<file path="config.mk">
export PLATFORM = sky130hd
export DESIGN_NAME = note_frame_sender
export DESIGN_NICKNAME = d
export VERILOG_FILES = /design/src/rtl/note_frame_sender.sv
export SDC_FILE = /design/constraint.sdc
export NUM_CORES = 1
export LEC_CHECK = 0
export CORE_UTILIZATION = 53
export CTS_BUF_LIST = sky130_fd_sc_hd__clkbuf_4
export DETAILED_ROUTE_END_ITERATION = 8
export PLACE_DENSITY = 0.77
export SYNTH_ARGS = -nofsm -noshare
export SYNTH_HDL_FRONTEND = slang
export SYNTH_SLANG_ARGS = --single-unit
</file>
<file path="constraint.sdc">
create_clock -name clk -period 5.3 [get_ports clk]
set_input_delay 0.53 -clock clk [delete_from_list [all_inputs] [get_ports clk]]
set_output_delay 0.53 -clock clk [all_outputs]
set_load 0.03 [all_outputs]
</file>
<file path="src/rtl/note_frame_sender.sv">
// note_frame_sender: folds a serial stream of per-bin DFT magnitudes into
// BIN_QTY note bins (saturating) and presents each frame on a held bus.
// Ports: clk, rst (async active-low), binAmp_i/bin_v/ready_o (bin input),
//        noteAmplitudes_o/start/data_v (frame handshake), overrun_o (sticky).
module note_frame_sender #(
  parameter int W       = 6,
  parameter int D       = 10,
  parameter int BIN_QTY = 12,
  parameter int OCTAVES = 5
) (
  input  logic                            clk,
  input  logic                            rst,
  input  logic [W+D-1:0]                  binAmp_i,
  input  logic                            bin_v,
  output logic                            ready_o,
  output logic [BIN_QTY-1:0][W+D-1:0]     noteAmplitudes_o,
  output logic                            start,
  input  logic                            data_v,
  output logic                            overrun_o
);
  localparam int AW = W + D;
  localparam int NW = (BIN_QTY > 1) ? $clog2(BIN_QTY) : 1;
  localparam int OW = (OCTAVES > 1) ? $clog2(OCTAVES) : 1;

  typedef enum logic [1:0] {
    IDLE = 2'd0,
    BUSY = 2'd1,
    GAP  = 2'd2
  } state_t;

  state_t          state;
  logic [AW-1:0]   shadow [BIN_QTY];
  logic [NW-1:0]   note;
  logic [OW-1:0]   oct;
  logic            pend;

  logic            accept;
  logic            last_note;
  logic            last_oct;
  logic [AW:0]     sum;
  logic [AW-1:0]   sat;

  assign ready_o   = ~pend;
  assign accept    = bin_v & ready_o;
  assign last_note = (note == NW'(BIN_QTY - 1));
  assign last_oct  = (oct == OW'(OCTAVES - 1));

  // One extra bit catches the carry; any carry clamps to full scale.
  always_comb begin
    sum = {1'b0, shadow[note]} + {1'b0, binAmp_i};
    sat = sum[AW] ? '1 : sum[AW-1:0];
  end

  always_ff @(posedge clk or negedge rst) begin
    if (!rst) begin
      state            <= IDLE;
      start            <= 1'b0;
      noteAmplitudes_o <= '0;
      note             <= '0;
      oct              <= '0;
      pend             <= 1'b0;
      overrun_o        <= 1'b0;
      for (int i = 0; i < BIN_QTY; i++) begin
        shadow[i] <= '0;
      end
    end else begin
      // Output side: transfer only when a frame is pending, so it
      // never collides with a bin accept (which needs pend=0).
      unique case (state)
        IDLE: begin
          if (pend) begin
            for (int i = 0; i < BIN_QTY; i++) begin
              noteAmplitudes_o[i] <= shadow[i];
            end
            pend  <= 1'b0;
            start <= 1'b1;
            state <= BUSY;
          end
        end
        BUSY: begin
          if (data_v) begin
            start <= 1'b0;
            state <= GAP;
          end
        end
        GAP: begin
          state <= IDLE;
        end
        default: begin
          start <= 1'b0;
          state <= IDLE;
        end
      endcase

      // Input side.
      if (bin_v && !ready_o) begin
        overrun_o <= 1'b1;
      end
      if (accept) begin
        shadow[note] <= (oct == '0) ? binAmp_i : sat;
        if (last_note) begin
          note <= '0;
          if (last_oct) begin
            oct  <= '0;
            pend <= 1'b1;
          end else begin
            oct <= oct + OW'(1);
          end
        end else begin
          note <= note + NW'(1);
        end
      end
    end
  end
endmodule

</file>
-- Word level (Yosys, flattened, before mapping)
Cells that the tools add are included.
- $add $sub $neg: 3
- multiply operators: 0
- div/mod/pow operators: 0
- $lt $le $gt $ge: 2
- eq/ne operators: 6
- shift-type cells: 0
- mux-type cells: 20
- bitwise gates (word level): 4
- reduce and logical (&&, ||, !) cells: 8
- operators with widths (kind ; count):
    $bwmux 192 ; 1
    $mux 16 ; 5
    $bmux 16 s4 ; 1
    $demux 16 s4 ; 1
    $add 16x16->17 ; 1
    $mux 1 ; 6
    $reduce_and 2->1 ; 3
    $ge 5x5->1 const B ; 1
    $lt 5x1->1 const B ; 1
    $not 4->5 ; 1
    $add 4x1->4 const B ; 1
    $eq 4x4->1 const B ; 1
    $mux 2 ; 2
    $mux 4 ; 1
    $ne 2x2->1 const B ; 2
    $pmux 2 s2 ; 1
    $add 3x1->3 const B ; 1
    $eq 3x3->1 const B ; 1
    $logic_not 3->1 ; 1
    $mux 3 ; 1
    $pmux 1 s3 ; 1
    $reduce_and 3->1 ; 1
    $eq 2x1->1 const B ; 1
    $eq 2x2->1 const B ; 1
    other kinds (4) ; 6
- flip-flop bits (word level): 396
- latch bits: 0
- RAM bits: 0
- ROM bits: 0
- input bits: 20
- output and inout port bits: 195
- logic and storage cells: 73
- memories: 0

-- Depth between registers and ports, before layout
Gate-level depths: netlist of the first run.
- depth in word-level cells: 8
- mapped depth: 15
- mapped depth without buffers: 11

-- Worst setup path after synthesis of the first run
Ideal clock, no wire load.
- path type: register to register
- start: reg note[0]
- end: reg shadow[45] (netlist bit)
- library setup time: 0.125 ns
- arrival time: 3.417 ns
- data required time: 5.175 ns
- slack: 1.759 ns
- stages on the path, launching flop included: 16
- buffers on the path: 4
- clock period less this slack: 3.541 ns
- cell sequence: dfrtp_1 -> clkbuf_1 -> buf_2 -> mux4_2 -> mux2i_1 -> o21ai_0 -> ha_1 -> fa_1 -> nand3_1 -> a21oi_1 -> o211ai_1 -> and2_1 -> buf_4 -> a21oi_2 -> buf_2 -> mux2_2
- cells in the longest elaborated chain, start to end: 8
- elaborated cells between the ends (all ways): 13
- classes of those cells: add/sub (1); order compare (2); mux (8); bitwise (1); reduce/logical (1)
- ends and longest elaborated chain (what ; RTL line ; source):
    start: declaration ; 33 ; logic [NW-1:0] note;
    start signal: assignment ; 110 ; note <= note + NW'(1);
    $not 4->5 (*) ; 50, 100 ;
    $bmux 16 s4 ; 50 ; sum = {1'b0, shadow[note]} + {1'b0, binAmp_i};
    $mux 16 (not written as such) (2 in series) ; 50 ;
    $add 16x16->17 ; 50 ;
    $mux 16 ; 51 ; sat = sum[AW] ? '1 : sum[AW-1:0];
    $mux 16 ; 100 ; shadow[note] <= (oct == '0) ? binAmp_i : sat;
    $bwmux 192 (*) ; 100 ;
    end signal: indexed assignment ; 100 ;
    end: declaration ; 32 ; logic [AW-1:0] shadow [BIN_QTY];
Every way passes the cells marked *; elsewhere a longest branch is shown, timed or not. The select of a mux whose other input is x is not followed.
A chain may end at the register's enable or synchronous reset.

-- Final worst setup path of the first run
- start: reg note[3]
- end: reg shadow[112] (netlist bit)
The elaborated chain is that of the path after synthesis.

==> flow_summary.ini, run 1 <==
[power]
peakVddDrop_uv = 369
p_seq_share_pct = 37.0
clkPwrFrac_pct = 19.2
p_int_mw = 7.20
leakagePower_nw = 9.66
switching_share_pct = 43.2
power_switching_mw = 5.48
cellPowerDensity_nw_per_um2 = 605
pwr-share-comb_pct = 43.8
power_mw = 12.7

[global_routing]
grt_overflow_total = 0
grt_pass1_vias = 12500
antenna_found_initial = 1
grt_pass1_wl_mm = 70.4
grt_usage_pct = 27.6
grt_start_max_net_pins = 125

[clocking]
insertion_delay_ns = 0.77
htree_levels = 3
postCtsSetupBuffers = 0
cts_buffers = 100
clock_path_buffers = 3
root_buffer = clkbuf_4
cts_resized = 0
cts.clk_slew.worst_paths_ns = 0.06
cts_tree = done
cts_hold_buf = 1
clock_sinks = 396

[layout]
fin_util_pct = 65.9
instances_no_fill = 2123
multi_input_area_um2 = 6870
fillCellCount = 2386
syn2layout_area_growth_pct = 21.1
num-nets-final = 1659
drive_gt1_share_pct = 26.9
regArea_um2 = 9910

[placement]
dpl_worst_slack_ns = 0.769
place_inst = 1948
dpl.hpwl_mm = 30.6
gp_congestion = 0.868
port_buffers = 214

[sta]
finalCritPeriodShare_pct = 85.4
setup_viol = 0
layout_min_cycle_time_ns = 4.52
tightest_slew_ns = 1.10
hold_viol = 0
rsz0062_at_grt = no
maxSlewViolCount = 0
fin_skew_ns = 0.0761
fmax_mhz = 221
timing.setup.tns_ns = 0
max-slew-margin-rel_pct = 26.3
setup_ws_ns = 0.776

[detailed_routing]
via_per_inst = 5.69
routed_wl_mm = 44.4
drc = 0
dr.pass1.iters = 6
ant_nets = 0
num_vias = 12100
routedWlPerCell_um = 20.9
drt-initial-drc-count = 1022

[status]
status = complete, no violations

[floorplan]
io_pins = 215
fp-row-count = 65
core_area_um2 = 31800
dieWidth_um = 183
die_y_um = 183
start_util_pct = 54.4
fp.dieArea_um2 = 33400

[logic_synthesis]
ys_seq_elements = 396
syn_inst = 1382
synth_xor_xnor_area_share_pct = 0.405
synthTopCellsByCount = dfrtp_1 (396), mux2_2 (216), nand2_1 (200), o21ai_0 (159), clkbuf_1 (54)
synthesis.area_um2 = 17300
synthMuxAreaShare_pct = 21.2
synth_compound_area_share_pct = 9.40
synth_top_family_by_area = multiplexers
synth_area_leaders = dfrtp_1 (57%), mux2_2 (14%), mux4_2 (6.2%)
yosysWarnings = 0
avgSynthCellArea_um2 = 12.5
synthAdderAreaFrac_pct = 1.71
synth_top_area_share_pct = 57.3
synth.most_common_cell = dfrtp_1
syn-num-nets = 1425
netlist.top_cell.by_area = dfrtp_1
synthFlopType = dfrtp_1
synth_simple_gate_area_share_pct = 6.93
async_reset_ff_share_pct = 100
synth-seq-area-share_pct = 57.3
synth-edff-count = 0
synth_cell_type_count = 57

[job]
cap_violations = 0

[worst_setup_path]
start_kind = register
path_max_fanout = 23
worstPathRequired_ns = 5.87
arrival_ns = 5.09
critPathCaptureType = register
critPathKind = register to register

[min_path]
worstHoldPathType = input pin to register
metal layers:
| metal | track usage (%) | wire length (µm) | vias to the layer above |
|---|---|---|---|
| met2 | 45.2 | 22000 | 477 |
| met4 | 10.0 | 1090 | 0 |
| li1 | - | - | 5466 |
| met5 | 0 | 0 | - |
| met3 | 4.25 | 2560 | 87 |
| met1 | 37.5 | 18700 | 6041 |
registers in the layout (all words and copies together), names as in the netlist:
register and cells:
shadow 192, note 4, overrun_o 1, oct 3
start 1, noteAmplitudes_o 192, state 2, pend 1
power groups by stage:
stage,Combinational (mW),Sequential (mW),Clock (mW)
3_3_place_gp,5.40,4.70,0
2_1_floorplan,3.91,4.44,0
4_1_cts,5.52,4.68,2.51
5_1_grt,6.03,4.78,2.67
3_5_place_dp,5.51,4.73,0
6_report,5.55,4.70,2.44
layout by cell type, fill, tap and decap left out, types with 5 or more instances in the layout:
cell type        instances
nand2_1                200
mux2i_1                 16
mux2_2                 216
o22ai_1                  8
xnor2_1                  5
a21oi_1                 28
inv_1                   11
a211oi_1                 5
ha_1                    22
and2_1                  11
o21ai_0                158
nand4_1                  6
nand3_1                  7
o31ai_1                 13
o21ai_1                 13
clkdlybuf4s50_1        213
mux4_2                  48
nor3_1                   6
clkinv_1                24
and3_1                   6
a31oi_1                  5
a221oi_1                 8
buf_12                   5
nor2_1                  40
buf_4                   16
dfrtp_1                394
clkbuf_4               139
area by class of cell:
class / instances / area share (%)
sequential: 396 / 47.3
multi-input combinational: 871 / 32.8
timing repair buffer: 236 / 11.4
clock buffer: 139 / 4.98
tap: 435 / 2.60
clock inverter: 34 / 0.735
inverter: 11 / 0.197
antenna: 1 / 0.0119
worst paths after layout:
check / start / to / slack, ns / cells past startpoint
max in group asynchronous: rst / shadow[101] / 3.56 / 3
max reg2reg: note[3] / shadow[112] / 0.78 / 12
min reg2reg: overrun_o / overrun_o / 0.47 / 1
max: note[3] / shadow[112] / 0.78 / 12
min in group asynchronous: rst / noteAmplitudes_o[151] / 0.44 / 2
min: data_v / state[0] / 0.43 / 2
through the flow:
step	instance area (µm²)	hold slack, ns
floorplan	17300	0.234
global placement	19700	0.443
detailed placement	19700	0.448
CTS	20900	0.385
global route	20900	0.431
finish	20900	0.433
cells by family after synthesis:
group | after synthesis
flip-flops | 396
AND/OR/NAND/NOR | 289
XOR/XNOR | 8
multiplexers | 280
adder cells (fa/ha/maj) | 23
AO/OA/AOI/OAI | 271
buffers and inverters | 115
worst max-delay path: stages (launching register included):
cell       delay, ns
dfrtp_1         0.89
nor2b_1         0.57
buf_4           0.34
nand2_1         0.09
o21ai_0         0.10
ha_1            0.38
a21oi_4         0.20
o21ai_2         0.11
a2111oi_4       0.44
nand2_2         0.35
o22ai_1         0.53
buf_4           0.25
o21ai_0         0.10
Power figures use the tool's default switching activity.
==> run 2, diff against run 1 <==
Settings changed: CORE_UTILIZATION 53 to 52, CTS_CLUSTER_SIZE set to 25, PLACE_DENSITY 0.77 to 0.78.
Clock period 5.3 ns to 3.8 ns, I/O delays scaled along.
==> flow_summary.ini, run 2 (same netlist as run 1, synthesis figures left out) <==
[status]
status = complete, no violations

[detailed_routing]
via_per_inst = 5.67
routed_wl_mm = 45.5
drt-initial-drc-count = 755
routedWlPerCell_um = 20.7
drc = 0
num_vias = 12400
dr.pass1.iters = 5
ant_nets = 0

[floorplan]
core_area_um2 = 32600
fp-row-count = 66
die_y_um = 184
dieWidth_um = 184
fp.dieArea_um2 = 34000
start_util_pct = 53.0
io_pins = 215

[layout]
final_common_cell = dfrtp_1
num-nets-final = 1729
instances_no_fill = 2197
syn2layout_area_growth_pct = 26.8
final_cell_mix = dfrtp_1 (394), mux2_2 (215), clkdlybuf4s50_1 (213)
reg_top3 = noteAmplitudes_o: 192 flops, shadow: 192 flops, note: 4 flops
drive_gt1_share_pct = 31.6

[sta]
setup_viol = 0
fmax_mhz = 266
tightest_slew_ns = 1.01
layout_min_cycle_time_ns = 3.76
finalCritPeriodShare_pct = 98.9
fin_skew_ns = 0.0479
rsz0062_at_grt = yes
whs_ns = 0.259
maxSlewViolCount = 0
max-slew-margin-rel_pct = 32.5
hold_viol = 0

[worst_setup_path]
critPathCaptureType = register
path_max_fanout = 12
start_kind = register
worstRegToRegCells = 14
arrival_ns = 4.34
worstPathRequired_ns = 4.38
rr_endpoint = shadow[49]
critPathKind = register to register
reg2reg_slack_ns = 0.04
r2r_start = note[0]

[power]
cellPowerDensity_nw_per_um2 = 937
leakagePower_nw = 10.1
peakVddDrop_uv = 644

[min_path]
holdCritStartpoint = data_v
hold_path_end = state[0]
holdPathStages = 2
worstHoldPathType = input pin to register

[job]
cap_violations = 0

[clocking]
cts_buffers = 100
root_buffer = clkbuf_4
clock_sinks = 396
cts.clk_slew.worst_paths_ns = 0.06
insertion_delay_ns = 0.75
htree_levels = 3
cts_tree = done
clock_path_buffers = 3

[global_routing]
grt_usage_pct = 27.1
grt_pass1_wl_mm = 70.4
antenna_found_initial = 2
grt_overflow_total = 0
grt_pass1_vias = 12700
grt_start_max_net_pins = 109

[placement]
place_inst = 2001
gp_congestion = 0.897
port_buffers = 214
dpl.hpwl_mm = 31.0
[run 2: area by class of cell]
type	instances	area, µm²
multi-input cells	871	7070
diodes	3	7.51
inverters	11	41.3
clock buffers	142	1070
fillers	2394	10700
well taps	442	553
clock inverters	26	148
repair buffers	306	3140
flip-flops and latches	396	9910
[run 2: where the power goes]
part	internal (mW)	total, mW	leakage [nW]	switching (mW)
Combinational	4.87	10.7	4.22	5.82
Clock	1.78	3.47	0.727	1.69
Sequential	5.36	6.41	5.18	1.05
[run 2: layer usage]
layer	global-route usage [%]	part of all wire (%)	vias to the layer above	wire [µm]
met5	0	0	-	0
met4	10.5	3.1	0	1420
li1	-	-	5595	-
met1	35.4	40	6286	18300
met2	45.2	51	480	23200
met3	4.72	5.6	87	2550
[run 2: metrics by stage]
stage / TNS, ns / power (mW) / util (%) / cell area [µm²] / setup slack, ns
after floorplan: 0 / 11.7 / - / 17300 / 0.259
after global placement: 0 / 15.0 / 62.0 / 20200 / 0.0327
after detailed placement: -0.773 / 15.3 / 62.0 / 20200 / -0.0715
after CTS: 0 / 18.9 / 65.9 / 21500 / 0.00785
after global routing: -1.58 / 21.7 / 67.3 / 21900 / -0.0828
final: 0 / 20.6 / 67.3 / 21900 / 0.0433
[run 2: worst max-delay path: stages, from the launching register on]
cell	delay, ns
dfrtp_4	0.46
buf_6	0.14
buf_12	0.16
mux4_2	0.54
mux2i_2	0.27
o21ai_0	0.16
ha_1	0.33
and4_2	0.28
a2111oi_4	0.36
nand2_2	0.16
buf_6	0.15
buf_12	0.14
o22ai_1	0.12
buf_4	0.21
o21ai_0	0.11
[run 2: what timing repair did]
action,in CTS,in global routing
gates cloned,0,7
setup buffers,4,16
pin swaps,0,13
setup endpoints to repair,63,186
endpoints found under the hold margin,102,0
gates resized for setup,6,73
hold buffers,1,0
[run 2: how the worst max path moves through the flow]
| stage | start | to | slack (ns) | depth (start not counted) |
|---|---|---|---|---|
| after floorplan | note[0] | shadow[45] | 0.26 | 15 |
| after global placement | note[0] | shadow[94] | 0.03 | 11 |
| after detailed placement | note[0] | shadow[128] | -0.07 | 13 |
| after CTS | note[0] | shadow[130] | 0.008 | 14 |
| after global routing | note[0] | shadow[49] | -0.08 | 14 |
| final | note[0] | shadow[49] | 0.04 | 14 |
